--- config.mk ---
export PLATFORM = sky130hd
export DESIGN_NAME = regfile_2r1w
export DESIGN_NICKNAME = d
export VERILOG_FILES = /design/src/rtl/regfile_2r1w.sv
export SDC_FILE = /design/constraint.sdc
export NUM_CORES = 2
export LEC_CHECK = 0
export CAP_MARGIN = 10
export CORE_MARGIN = 2
export CORE_UTILIZATION = 40
export DETAILED_ROUTE_END_ITERATION = 12
export SLEW_MARGIN = 15
export SYNTH_ARGS = -nofsm -noshare
export SYNTH_HDL_FRONTEND = slang
export SYNTH_SLANG_ARGS = --single-unit
--- constraint.sdc ---
create_clock -name clk -period 3 [get_ports clk]
set_input_delay 0.45 -clock clk [delete_from_list [all_inputs] [get_ports clk]]
set_output_delay 0.45 -clock clk [all_outputs]
set_load 0.01 [all_outputs]
--- src/rtl/regfile_2r1w.sv ---
// regfile_2r1w: DEPTH x WIDTH register file, one byte-enabled synchronous write
// port and two combinational read ports. Optional hardwired zero entry and
// optional write-to-read bypass so a read sees the value about to be stored.
module regfile_2r1w #(
    parameter int WIDTH    = 32,
    parameter int ADDR_W   = 5,
    parameter int ZERO_REG = 1,
    parameter int BYPASS   = 1
) (
    input  logic                  clk,
    input  logic                  rst_n,
    input  logic                  we,
    input  logic [ADDR_W-1:0]     waddr,
    input  logic [WIDTH-1:0]      wdata,
    input  logic [WIDTH/8-1:0]    wbe,
    input  logic [ADDR_W-1:0]     raddr_a,
    output logic [WIDTH-1:0]      rdata_a,
    input  logic [ADDR_W-1:0]     raddr_b,
    output logic [WIDTH-1:0]      rdata_b
);

    localparam int NB    = WIDTH / 8;
    localparam int DEPTH = 2 ** ADDR_W;

    logic [WIDTH-1:0] mem_q [DEPTH];
    logic [WIDTH-1:0] mem_d [DEPTH];

    // Word that entry[waddr] will hold after the edge: enabled lanes take new
    // data, the rest keep the stored byte. Shared by the write path and bypass.
    logic [WIDTH-1:0] wr_merge;
    logic             wr_zero;
    logic             wr_en;
    logic             byp_ok;

    genvar gi;
    generate
        for (gi = 0; gi < NB; gi++) begin : g_lane
            assign wr_merge[8*gi +: 8] = wbe[gi] ? wdata[8*gi +: 8]
                                                 : mem_q[waddr][8*gi +: 8];
        end
    endgenerate

    // Entry 0 is read-only when hardwired to zero; bypass never applies in reset.
    assign wr_zero = (ZERO_REG != 0) && (waddr == '0);
    assign wr_en   = we && !wr_zero;
    assign byp_ok  = (BYPASS != 0) && rst_n && we && !wr_zero;

    // Next-state of the storage array: only the addressed entry can change.
    always_comb begin
        for (int i = 0; i < DEPTH; i++) begin
            mem_d[i] = mem_q[i];
        end
        if (wr_en) begin
            mem_d[waddr] = wr_merge;
        end
    end

    // Storage flops; reset wins over any write on the same edge.
    always_ff @(posedge clk) begin
        if (!rst_n) begin
            for (int i = 0; i < DEPTH; i++) begin
                mem_q[i] <= '0;
            end
        end else begin
            for (int i = 0; i < DEPTH; i++) begin
                mem_q[i] <= mem_d[i];
            end
        end
    end

    // Port A read: stored word, bypassed merge on an address hit, zero entry forced.
    always_comb begin
        rdata_a = mem_q[raddr_a];
        if (byp_ok && (raddr_a == waddr)) begin
            rdata_a = wr_merge;
        end
        if ((ZERO_REG != 0) && (raddr_a == '0)) begin
            rdata_a = '0;
        end
    end

    // Port B read: identical rules to port A.
    always_comb begin
        rdata_b = mem_q[raddr_b];
        if (byp_ok && (raddr_b == waddr)) begin
            rdata_b = wr_merge;
        end
        if ((ZERO_REG != 0) && (raddr_b == '0)) begin
            rdata_b = '0;
        end
    end

endmodule
==> flow_summary_export.csv <==
group,metric,value,unit
synth,synth_cell_types,70,
synth,ys_ff_latch,1024,
clocking,cts_tree,"built",
min_path,hp-start,"rst_n",
synth,synthAdderAreaFrac,0,
finish,area_delta_synth_final,28.6,%
sta,rsz0062_at_grt,"yes",
finish,drive_above_1_share,0.449,
clocking,hold_buffers,0,
finish,nets,6146,
min_path,hold_path_end,"mem_q[4][27]",
global_route,antenna_found_initial,15,
floorplan,row_count,141,
critical_path,reg2reg_to,"mem_q[20][21]",
placed_design,portBuffers,117,
min_path,hp-class,"input port to flop",
synth,synthTopCellsByArea,"dfxtp_1 35%, mux4_2 28%, o21ai_0 7.7%",
drt,postRouteAntennaNets,0,
sta,final-setup-viol-count,55,
floorplan,die_area,151000,um2
sta,period_share,1.09,
floorplan,core_area,147000,um2
clocking,clk_pin_slew,0.06,ns
floorplan,start_util,0.402,
global_route,track_usage,0.366,
finish,largest_reg_flops,1024,
critical_path,r2r_start,"mem_q[11][21]",
drt,drc_errors,0,
sta,final_max_slew_viol_count,0,
placed_design,place_congestion,1.02,
synth,synth-edff-count,0,
synth,netlist.area_leader.share,0.347,
clocking,numClockSinks,1024,
sta,final.min_clock_period,3.27,ns
synth,avgSynthCellArea,10.7,um2
synth,synthCells,5526,
clocking,ctsLongestPathBuffers,3,
critical_path,critical_path_required,2.55,ns
critical_path,cp.arrival,2.82,ns
drt,drtIter0Drc,8676,
critical_path,critPathKind,"flop to output pin",
synth,muxShareOfSynthArea,0.332,
synth,synth.top_cells.by_count,"1024 x dfxtp_1, 908 x o21ai_0, 742 x mux4_2",
synth,synth_nets,5580,
clocking,root_buffer,"clkbuf_16",
synth,synthFlopType,"dfxtp_1",
sta,slew_headroom,0.184,
critical_path,rr_worst_depth,10,
sta,setup_ws,-0.273,ns
synth,synth.most_common_cell,"dfxtp_1",
clocking,h-tree-depth,3,
finish,largest_register,"mem_q",
drt,wl,284,mm
pwr,vdd_drop_max,0.000545,V
placed_design,numPlacedInstances,7730,
synth,synthXorXnorAreaFrac,0.00148,
status,status,"finished with violations",
clocking,clk_latency,0.77,ns
critical_path,cp-start-kind,"flop",
synth,synth_compound_area_frac,0.169,
synth,netlist.top_cell.by_area,"dfxtp_1",
synth,async_flop_share,0,
synth,ys_seq_area_frac,0.347,
synth,synth_area,59100,um2
global_route,grt_max_degree,203,
sta,max_freq,306,MHz
drt,drt_first_pass_iters,7,
floorplan,dieHeight,388,um
status,violations,"setup timing",
pwr,power_density,446,nW/um2
global_route,grt_pass1_wl,401,mm
critical_path,r2r_slack,0.35,ns
global_route,grt_pass1_vias,54600,
critical_path,crit_path_end_kind,"output pin",
synth,synth_top_family_by_area,"multiplexers",
flow_run,drv_cap,0,
finish,top_regs,"mem_q x1024",
critical_path,cp_max_fo,4,
drt,vias,57100,
floorplan,ios,118,
clocking,cts_buffers,114,
floorplan,die_w,388,um
min_path,hold_depth,4,
placed_design,dp_hpwl,188,mm
sta,fin_skew,0.0736,ns
finish,fillers,12800,
finish,finalNonFillerCells,8130,
drt,routedWlPerCell,34.9,um
pwr,power_leakage,27.1,nW
sta,worst_pin_slew,1.22,ns
synth,synth_simple_gate_area_share,0.0977,
global_route,grt_overflow_total,0,
sta,hold_viol,0,
drt,vias_per_cell,7.02,
sta,tns,-6.59,ns
synth,yosys_warnings,0,
[worst max-delay path by stage]
stage / from / slack [ns] / endpoint / cells past startpoint
after floorplan: waddr[0] / 0.0003 / rdata_a[5] / 10
after global placement: waddr[0] / -1.07 / rdata_a[2] / 13
after detailed placement: waddr[0] / -1.06 / rdata_a[2] / 13
after global routing: mem_q[1][16] / -0.31 / rdata_b[16] / 5
after CTS: mem_q[12][16] / -0.28 / rdata_b[16] / 5
final: mem_q[1][16] / -0.27 / rdata_b[16] / 5
[routing by layer]
layer,track usage,routed length [um]
met5,0,245
met4,0.257,24400
met3,0.148,43800
met2,0.518,117000
met1,0.452,99000
[cell usage in the layout, fill, tap and decap left out, types with 14 or more instances in the layout]
master / n
o21ai_1: 60
o31ai_1: 17
mux4_2: 742
o21ai_0: 869
nand3_1: 709
clkbuf_16: 119
buf_4: 770
a21oi_1: 78
clkbuf_1: 14
buf_2: 30
nor2_1: 44
nand2b_1: 15
nand2_1: 110
buf_6: 89
o211ai_1: 15
a21oi_2: 175
o22ai_1: 44
a22oi_1: 136
o21ai_2: 24
clkdlybuf4s50_1: 34
dfxtp_2: 269
a22oi_2: 17
nor2b_1: 68
a22o_1: 37
mux2i_1: 261
and2_1: 60
a221oi_2: 46
o21ai_4: 14
a21oi_4: 25
clkbuf_8: 24
nand2_2: 36
clkinv_2: 26
buf_12: 166
dfxtp_1: 753
[cell families after synthesis]
group / Yosys count
buffers and inverters: 680
and+or+nand+nor: 1139
DFF: 1024
xor gates and xnor gates: 10
AOI/OAI and AO/OA: 1642
muxes: 1031
[cell type report]
class	instances	area (um2)	area share
Multi-Input combinational cell	3824	37300	0.491
Sequential cell	1024	20800	0.274
Timing Repair Buffer	1121	11300	0.149
Clock buffer	154	3290	0.0432
Tap cell	1930	2410	0.0318
Clock inverter	58	732	0.00963
Antenna cell	12	30.0	0.000395
Inverter	7	26.3	0.000346
[timing repair]
action / 4_1_cts / 5_1_grt
setup buffers: 166 / 44
resized for setup: 812 / 189
setup endpoints to repair: 64 / 64
pin swaps: 120 / 84
gates cloned: 8 / 3
[per-stage QoR]
stage	worst slack, ns	power (mW)	hold WS [ns]	cell area [um2]	util
CTS	-0.277	33.6	0.186	75100	0.510
finish	-0.273	33.9	0.214	76000	0.517
global placement	-1.07	18.3	0.458	68000	0.462
detailed placement	-1.06	18.3	0.471	68000	0.462
global route	-0.309	34.5	0.222	76000	0.516
floorplan	0.000275	16.3	0.443	59100	-
[report_power, final]
part / total [mW] / switching, mW / internal, mW
clock network: 15.2 / 6.39 / 8.80
logic: 4.89 / 2.88 / 2.01
registers: 13.8 / 0.101 / 13.7
[worst max-delay path: stages, from the launching register on]
cell	delay (ns)
dfxtp_2	0.34
mux4_2	0.49
mux4_2	0.51
a221oi_4	0.49
a21oi_4	0.10
buf_6	0.15
(Power assumes the default switching activity.)
